`config.mk`:
```
export PLATFORM = sky130hd
export DESIGN_NAME = aes_word_loader_flat
export DESIGN_NICKNAME = d
export VERILOG_FILES = /design/src/rtl/aes_word_loader_if.sv /design/src/rtl/aes_word_loader.sv /design/src/flat_wrapper.sv
export SDC_FILE = /design/constraint.sdc
export NUM_CORES = 1
export LEC_CHECK = 0
export CAP_MARGIN = 5
export CORE_AREA = 10 10 236 238
export DETAILED_ROUTE_END_ITERATION = 10
export DIE_AREA = 0 0 246 248
export PLACE_DENSITY_LB_ADDON = 0.2
export SLEW_MARGIN = 40
export SYNTH_ARGS = -nofsm -noshare
export SYNTH_HDL_FRONTEND = slang
export SYNTH_SLANG_ARGS = --single-unit
```
`constraint.sdc`:
```
create_clock -name clk -period 4.8 [get_ports clk]
set_clock_uncertainty 0.05 [all_clocks]
set_input_delay 0.96 -clock clk [delete_from_list [all_inputs] [get_ports clk]]
set_output_delay 0.96 -clock clk [all_outputs]
set_load 0.1 [all_outputs]
```
`src/rtl/aes_word_loader_if.sv`:
```
// Word-loader bus: word input side, assembled key/IV/ciphertext outputs and the AES consume handshake.
// slave is the loader's view; master is the producer/consumer environment's view.
interface aes_word_loader_if #(
  parameter int unsigned WORD_W = 32
);
  logic [WORD_W-1:0]   data_i;
  logic [1:0]          dsel_i;
  logic                dvalid_i;
  logic                dready_o;
  logic [8*WORD_W-1:0] k_o;
  logic                kvalid_o;
  logic [4*WORD_W-1:0] iv_o;
  logic                ivalid_o;
  logic [4*WORD_W-1:0] c_o;
  logic                cvalid_o;
  logic                aes_ready_i;
  logic                err_o;

  modport slave (
    input  data_i, dsel_i, dvalid_i, aes_ready_i,
    output dready_o, k_o, kvalid_o, iv_o, ivalid_o, c_o, cvalid_o, err_o
  );

  modport master (
    output data_i, dsel_i, dvalid_i, aes_ready_i,
    input  dready_o, k_o, kvalid_o, iv_o, ivalid_o, c_o, cvalid_o, err_o
  );
endinterface

```
`src/rtl/aes_word_loader.sv`:
```
// Assembles 32-bit words into a 256-bit key, 128-bit IV or 128-bit ciphertext block, big-endian,
// through one shared assembly register; ciphertext is handed to the AES core with valid/ready.
module aes_word_loader #(
  parameter int unsigned WORD_W = 32
) (
  input  logic           clk,
  input  logic           resetn,
  input  logic           enable_i,
  aes_word_loader_if.slave bus
);
  localparam int unsigned KeyW = 8 * WORD_W;
  localparam int unsigned BlkW = 4 * WORD_W;
  localparam int unsigned LsbW = $clog2(KeyW);

  localparam logic [1:0] SelCt   = 2'b00;
  localparam logic [1:0] SelIv   = 2'b01;
  localparam logic [1:0] SelKey  = 2'b10;
  localparam logic [1:0] SelRsvd = 2'b11;

  typedef enum logic [1:0] {StIdle, StFill, StHold} state_e;

  state_e            state_q, state_d;
  logic [2:0]        cnt_q, cnt_d;
  logic [1:0]        tgt_q, tgt_d;
  logic [KeyW-1:0]   asm_q, asm_d;
  logic [KeyW-1:0]   k_q, k_d;
  logic [BlkW-1:0]   iv_q, iv_d;
  logic [BlkW-1:0]   c_q, c_d;
  logic              cvalid_q, cvalid_d;
  logic              kvalid_q, kvalid_d;
  logic              ivalid_q, ivalid_d;
  logic              err_q, err_d;

  logic              dready;
  logic              accept;
  logic              consume;
  logic [2:0]        idx;
  logic              last;
  logic [LsbW-1:0]   word_lsb;
  logic [BlkW-1:0]   blk;

  assign dready  = resetn & enable_i & (state_q != StHold);
  assign accept  = bus.dvalid_i & dready;
  assign consume = enable_i & cvalid_q & bus.aes_ready_i;

  // A word for a different target than the partial unit restarts at word 0.
  assign idx      = (state_q == StFill && bus.dsel_i == tgt_q) ? cnt_q : 3'd0;
  assign last     = (bus.dsel_i == SelKey) ? (idx == 3'd7) : (idx == 3'd3);
  assign word_lsb = {3'd7 - idx, {$clog2(WORD_W){1'b0}}};
  assign blk      = {asm_q[KeyW-1 -: 3*WORD_W], bus.data_i};

  always_comb begin
    state_d  = state_q;
    cnt_d    = cnt_q;
    tgt_d    = tgt_q;
    asm_d    = asm_q;
    k_d      = k_q;
    iv_d     = iv_q;
    c_d      = c_q;
    cvalid_d = cvalid_q;
    kvalid_d = kvalid_q;
    ivalid_d = ivalid_q;
    err_d    = err_q;

    if (enable_i) begin
      kvalid_d = 1'b0;
      ivalid_d = 1'b0;
      err_d    = 1'b0;

      if (consume) begin
        cvalid_d = 1'b0;
      end

      if (state_q == StHold && consume) begin
        c_d      = asm_q[KeyW-1 -: BlkW];
        cvalid_d = 1'b1;
        cnt_d    = 3'd0;
        state_d  = StIdle;
      end

      if (accept) begin
        if (bus.dsel_i == SelRsvd) begin
          err_d = 1'b1;
        end else begin
          if (state_q == StFill && bus.dsel_i != tgt_q) begin
            err_d = 1'b1;
          end
          tgt_d                    = bus.dsel_i;
          asm_d[word_lsb +: WORD_W] = bus.data_i;
          if (last) begin
            cnt_d   = 3'd0;
            state_d = StIdle;
            case (bus.dsel_i)
              SelKey: begin
                k_d      = {asm_q[KeyW-1 -: 7*WORD_W], bus.data_i};
                kvalid_d = 1'b1;
              end
              SelIv: begin
                iv_d     = blk;
                ivalid_d = 1'b1;
              end
              SelCt: begin
                // Output register free (or freed this edge): load directly, else park in HOLD.
                if (!cvalid_q || consume) begin
                  c_d      = blk;
                  cvalid_d = 1'b1;
                end else begin
                  asm_d[KeyW-1 -: BlkW] = blk;
                  state_d               = StHold;
                end
              end
              default: ;
            endcase
          end else begin
            cnt_d   = idx + 3'd1;
            state_d = StFill;
          end
        end
      end
    end
  end

  always_ff @(posedge clk or negedge resetn) begin
    if (!resetn) begin
      state_q  <= StIdle;
      cnt_q    <= 3'd0;
      tgt_q    <= SelCt;
      asm_q    <= '0;
      k_q      <= '0;
      iv_q     <= '0;
      c_q      <= '0;
      cvalid_q <= 1'b0;
      kvalid_q <= 1'b0;
      ivalid_q <= 1'b0;
      err_q    <= 1'b0;
    end else begin
      state_q  <= state_d;
      cnt_q    <= cnt_d;
      tgt_q    <= tgt_d;
      asm_q    <= asm_d;
      k_q      <= k_d;
      iv_q     <= iv_d;
      c_q      <= c_d;
      cvalid_q <= cvalid_d;
      kvalid_q <= kvalid_d;
      ivalid_q <= ivalid_d;
      err_q    <= err_d;
    end
  end

  assign bus.dready_o = dready;
  assign bus.k_o      = k_q;
  assign bus.iv_o     = iv_q;
  assign bus.c_o      = c_q;
  assign bus.cvalid_o = cvalid_q;
  // Pulses are masked while disabled; their flops are frozen like everything else.
  assign bus.kvalid_o = kvalid_q & enable_i;
  assign bus.ivalid_o = ivalid_q & enable_i;
  assign bus.err_o    = err_q & enable_i;
endmodule
```
`src/flat_wrapper.sv`:
```
// flat-port wrapper written by rule: the top's interface ports become plain ports
module aes_word_loader_flat 
#(
  parameter int unsigned WORD_W = 32
)
  (clk, resetn, enable_i, bus_data_i, bus_dsel_i, bus_dvalid_i, bus_aes_ready_i, bus_dready_o, bus_k_o, bus_kvalid_o, bus_iv_o, bus_ivalid_o, bus_c_o, bus_cvalid_o, bus_err_o);
  aes_word_loader_if #(.WORD_W(WORD_W)) bus_i ();
  input  logic clk;
  input  logic resetn;
  input  logic enable_i;
  input wire logic [$bits(bus_i.data_i)-1:0] bus_data_i;
  input wire logic [$bits(bus_i.dsel_i)-1:0] bus_dsel_i;
  input wire logic [$bits(bus_i.dvalid_i)-1:0] bus_dvalid_i;
  input wire logic [$bits(bus_i.aes_ready_i)-1:0] bus_aes_ready_i;
  output wire logic [$bits(bus_i.dready_o)-1:0] bus_dready_o;
  output wire logic [$bits(bus_i.k_o)-1:0] bus_k_o;
  output wire logic [$bits(bus_i.kvalid_o)-1:0] bus_kvalid_o;
  output wire logic [$bits(bus_i.iv_o)-1:0] bus_iv_o;
  output wire logic [$bits(bus_i.ivalid_o)-1:0] bus_ivalid_o;
  output wire logic [$bits(bus_i.c_o)-1:0] bus_c_o;
  output wire logic [$bits(bus_i.cvalid_o)-1:0] bus_cvalid_o;
  output wire logic [$bits(bus_i.err_o)-1:0] bus_err_o;
  assign bus_i.data_i = bus_data_i;
  assign bus_i.dsel_i = bus_dsel_i;
  assign bus_i.dvalid_i = bus_dvalid_i;
  assign bus_i.aes_ready_i = bus_aes_ready_i;
  assign bus_dready_o = bus_i.dready_o;
  assign bus_k_o = bus_i.k_o;
  assign bus_kvalid_o = bus_i.kvalid_o;
  assign bus_iv_o = bus_i.iv_o;
  assign bus_ivalid_o = bus_i.ivalid_o;
  assign bus_c_o = bus_i.c_o;
  assign bus_cvalid_o = bus_i.cvalid_o;
  assign bus_err_o = bus_i.err_o;
  aes_word_loader #(.WORD_W(WORD_W)) u_core (.clk(clk), .resetn(resetn), .enable_i(enable_i), .bus(bus_i));
endmodule
```
Word level (Yosys, flattened, before mapping)
Index checks and enable logic that the tools add are counted.
{"block": "word_totals", "regBits": 779, "ramBits": 0, "mem_bits_ro": 0, "latchBits": 0, "n_memories": 0, "out_inout_bits": 517}
{"block": "op_classes", "shift": 2, "n_eq_ne": 11, "div_mod_pow": 0, "add_sub_neg": 3, "reduce_logical": 10, "n_bitwise": 9, "n_lt_le_gt_ge": 0, "mux": 40, "n_mul": 0}
{"op": "$mux 128", "count": 9}
{"op": "$bwmux 256", "count": 1}
{"op": "$shift 32x10->256 const A", "count": 1}
{"op": "$shiftx 32x10->256", "count": 1}
{"op": "$mux 1", "count": 19}
{"op": "$mux 3", "count": 5}
{"op": "$mux 2", "count": 6}
{"op": "$neg 8->10", "count": 1}
{"op": "$reduce_and 5->1", "count": 2}
{"op": "$and 1x1->1", "count": 8}
{"op": "$eq 2x2->1 const B", "count": 3}
{"op": "$eq 2x1->1 const B", "count": 2}
{"op": "$reduce_and 4->1", "count": 1}
{"op": "$add 3x1->3 const B", "count": 1}
{"op": "$eq 3x2->1 const B", "count": 1}
{"op": "$eq 3x3->1 const B", "count": 1}
{"op": "$logic_and 1x1->1", "count": 3}
{"op": "$ne 3x3->1 const B", "count": 1}
{"op": "$reduce_and 3->1", "count": 1}
{"op": "$sub 3x3->3 const A", "count": 1}
{"op": "$eq 2x2->1", "count": 1}
{"op": "$logic_not 2->1", "count": 1}
{"op": "$ne 2x2->1", "count": 1}
{"op": "$ne 2x2->1 const B", "count": 1}
{"op": "3 further kinds", "count": 3}

Logic depth before layout (Yosys ltp)
{"block": "logic_depth", "word_depth": 10, "depth_mapped": 14, "ltp_nobuf": 11}

Least setup slack after synthesis
No wires, ideal clock.
{"block": "synth_path", "kind": "input to register", "startpoint": "input bus_dsel_i[0]", "endpoint": "register u_core.c_q[117], in the netlist u_core.bus.c_o[117]", "arrival_ns": 3.210, "path_stages": 13, "path_buffers": 3, "slack_ns": 1.415, "path_cell_list": "buf_6 -> xor2_2 -> nor3_4 -> nand2_2 -> clkinv_2 -> ha_1 -> ha_1 -> nor2b_1 -> nand2_1 -> o21ai_2 -> buf_2 -> buf_2 -> mux2_2"}
{"block": "synth_between", "elab_chain_cells": 8, "word_cells_on_any_way": 13, "cone_classes": "eq/ne: 5; mux: 6; reduce/logical: 2"}
{"element": "start: declaration", "line": "flat_wrapper.sv:12", "source": "input wire logic [$bits(bus_i.dsel_i)-1:0] bus_dsel_i;"}
{"element": "$eq 2x2->1", "line": "aes_word_loader.sv:47", "source": "assign idx = (state_q == StFill && bus.dsel_i == tgt_q) ? cnt_q : 3'd0;"}
{"element": "$logic_and 1x1->1", "line": "aes_word_loader.sv:47"}
{"element": "$mux 3", "line": "aes_word_loader.sv:47"}
{"element": "$eq 3x2->1 / $eq 3x3->1 (equally long branches)", "line": "aes_word_loader.sv:48", "source": "assign last = (bus.dsel_i == SelKey) ? (idx == 3'd7) : (idx == 3'd3);"}
{"element": "$mux 1", "line": "aes_word_loader.sv:48"}
{"element": "$mux 128", "line": "aes_word_loader.sv:90", "source": "if (last) begin"}
{"element": "$mux 128 *", "line": "aes_word_loader.sv:82", "source": "if (bus.dsel_i == SelRsvd) begin"}
{"element": "$mux 128 *", "line": "aes_word_loader.sv:81", "source": "if (accept) begin"}
{"element": "end signal: assignment", "line": "aes_word_loader.sv:131", "source": "c_q <= '0;"}
{"element": "end signal: assignment", "line": "aes_word_loader.sv:143", "source": "c_q <= c_d;"}
{"element": "end: declaration", "line": "aes_word_loader.sv:28", "source": "logic [BlkW-1:0] c_q, c_d;"}
Mark *: on every way between the ends. The rest lies on a longest branch, timed or not.
A chain may end at the register's enable or synchronous reset.

Worst setup path in the final report
{"block": "layout_path", "startpoint": "input bus_dsel_i[0]", "endpoint": "register u_core.c_q[54], in the netlist u_core.bus.c_o[54]"}
Same word-level chain as after synthesis.

==> impl_metrics.toml <==
[outcome]
outcome = "finished, final reports clean"

[timing]
fin_crit_ns = 3.85
slew-limit-headroom_pct = 37.8
grt_setup_unrepaired = "false"
fin_tns_setup_ns = 0
layout_setup_ws_ns = 0.948
setup_violations = 0
fmax_mhz = 260
hold_violations = 0
finalMaxSlewViolations = 0
worst_slew_pin_slew_ns = 0.930
period_share_pct = 80.2

[die]
coreArea_um2 = 51000
dieArea_um2 = 61000
io_pins = 556
core.rowCount = 83
die_h_um = 248
die_w_um = 246
start_util_pct = 55.4

[finish]
layout.nets = 3055
n_fill_cell = 3933
drive_gt1_share_pct = 32.1
stdcell_area_um2 = 34500
syn_to_final_growth_pct = 22.2
stdcell_count = 3751

[cts]
clock-sinks = 747
root_buffer = "clkbuf_16"
cts-hold-fix-buffers = 0
htreeDepth = 3
clock_latency_ns = 0.61
cts_made_buffers = 74
cts_buffer_depth = 3
post_cts_buffers = 0
postCtsResizedCells = 0
cts_tree = "built"
clkTransAtPathRegs_ns = 0.06

[setup_path]
critical_path_class = "primary input to flip-flop"
worstPathArrival_ns = 4.29
startpoint_type = "primary input"
crit_path_end_kind = "flip-flop"
cp.required_ns = 5.24
critical_path_peak_fanout = 59

[synth]
avgSynthCellArea_um2 = 11.4
seq_area_frac_synth_pct = 66.2
synth_nets = 2523
yosysUniqueCellTypes = 42
ys.warnings.count = 0
postSynthCellCount = 2479
synth-seq-cells = 747
synth_area_um2 = 28200

[detailed_routing]
drtIter0Drc = 1474
postRouteAntennaNets = 0
dr.pass1.iters = 6
drc_errors = 0
routedWlPerCell_um = 23.3
wl_met2_mm = 43.4
met1_length_mm = 33.4
wl_met3_mm = 7.38
viasPerCell = 5.44
vias = 20417
routed.top_layer = "met4"
wl_mm = 87.3

[global_routing]
grt_pass1_vias = 20521
grt_start_max_net_pins = 166
track_usage_pct = 28.1
grt-ovfl-total = 0
antenna_found_initial = 6
grt_pass1_wl_mm = 130

[place]
place_area_um2 = 32000
placed_cells = 3613
dp_slack_ns = 0.412
hpwl_mm = 58.4
gp_congestion = 0.909
place.port_buffers = 555

[pwr]
p_per_area_nw_per_um2 = 373
max-vdd-ir-drop_v = 0.000311
total_leakage_power_nw = 19.8

[min_path]
hold_class = "primary input to async pin"

[job]
maxCapViolations = 0
==> synthesized netlist by cell type, drive strengths merged <==
cell type	count	area share [%]
mux2	320	13
a21bo	1	0.035
o311ai	1	0.031
a22o	2	0.062
nor2	71	0.94
nand4b	3	0.093
nor4	2	0.098
o21ai	136	2.4
dfrtp	747	66
clkinv	1	0.018
and4	1	0.031
nand3b	1	0.040
o2bb2ai	1	0.031
a21oi	6	0.11
and3	2	0.044
nand2	970	13
inv	10	0.13
and2	7	0.16
nor3	4	0.13
xor2	2	0.089
buf	90	1.7
o22ai	31	0.69
mux2i	2	0.071
nand2b	3	0.066
nand3	5	0.089
nor4b	1	0.053
nor2b	3	0.066
ha	5	0.22
or4	2	0.053
clkbuf	47	0.62
nand4	2	0.044
==> report_power, final <==
| part | switching, W | internal, W | total (W) |
|---|---|---|---|
| Combinational | 0.000357 | 0.000115 | 0.000472 |
| Sequential | 0.000127 | 0.00639 | 0.00651 |
| Clock | 0.00242 | 0.00348 | 0.00589 |
| Total | 0.00290 | 0.00998 | 0.0129 |
==> path summary, 6_finish.rpt <==
path                              startpoint             endpoint  slack, ns  cells past startpoint
max                            bus_dsel_i[0]   u_core.bus.c_o[54]       0.95                     12
min                                   resetn  u_core.bus.c_o[107]       0.21                      1
max reg2reg                  u_core.tgt_q[1]   u_core.bus.c_o[54]       1.54                     11
min reg2reg                u_core.asm_q[108]  u_core.bus.k_o[108]       0.41                      2
max in group asynchronous             resetn     u_core.asm_q[37]       2.43                      5
min in group clk           u_core.asm_q[108]  u_core.bus.k_o[108]       0.41                      2
==> worst max-delay path, cell delays in order <==
cell             delay, ns
clkdlybuf4s50_1       0.63
xor2_2                0.30
nor3_4                0.20
nand2_2               0.11
clkinv_2              0.12
ha_1                  0.21
ha_1                  0.20
nor2b_1               0.37
nand2_1               0.16
o21ai_4               0.23
buf_12                0.29
mux2_2                0.39
==> sequential cells by signal, summed over array words and instances, names as in the netlist <==
| register | count |
|---|---|
| u_core.asm_q | 224 |
| u_core.bus.c_o | 128 |
| u_core.bus.cvalid_o | 1 |
| u_core.bus.iv_o | 128 |
| u_core.bus.k_o | 256 |
| u_core.cnt_q | 3 |
| u_core.err_q | 1 |
| u_core.ivalid_q | 1 |
| u_core.kvalid_q | 1 |
| u_core.state_q | 2 |
| u_core.tgt_q | 2 |
==> metal layers <==
metal | up-vias | GRT usage [%]
met5 | - | 0
met4 | 0 | 11.9
met3 | 161 | 7.79
met2 | 733 | 46.3
met1 | 10395 | 34.6
li1 | 9128 | -
==> cell families after synthesis <==
logic type | synth area share (%)
xor gates and xnor gates | 0.0886
and+or+nand+nor | 14.8
buffers and inverters | 2.47
DFF | 66.2
AOI/OAI and AO/OA | 3.38
adders and majority gates | 0.222
muxes | 12.8
==> per-stage QoR <==
stage | utilization [%] | total power [W] | hold slack [ns]
finish | 67.7 | 0.0129 | 0.214
global route | 67.7 | 0.0133 | 0.236
CTS | 67.6 | 0.0129 | 0.219
detailed placement | 62.7 | 0.00710 | 0.398
global placement | 67.7 | 0.00707 | 0.396
floorplan | - | 0.00673 | 0.382
==> cell usage in the layout (no fill, tap or decap), types with 19 or more instances in the layout <==
| cell | n |
|---|---|
| o22ai_1 | 31 |
| nand2_1 | 969 |
| clkbuf_1 | 20 |
| dfrtp_1 | 747 |
| nor2_1 | 69 |
| o21ai_0 | 115 |
| mux2_1 | 31 |
| buf_2 | 521 |
| buf_4 | 19 |
| clkdlybuf4s50_1 | 29 |
| clkbuf_16 | 79 |
| mux2_2 | 289 |
| o21ai_1 | 20 |
==> layout make-up <==
class                   count  area (µm²)  area share [%]
multi-input cells        1584        8910            25.8
diodes                      3        7.51          0.0218
clock inverters            18         209           0.605
clock buffers             115        2270            6.58
well taps                 680         851            2.47
inverters                  11        42.5           0.123
flip-flops and latches    747       18700            54.2
repair buffers            593        3520            10.2
(Power assumes the default switching activity.)
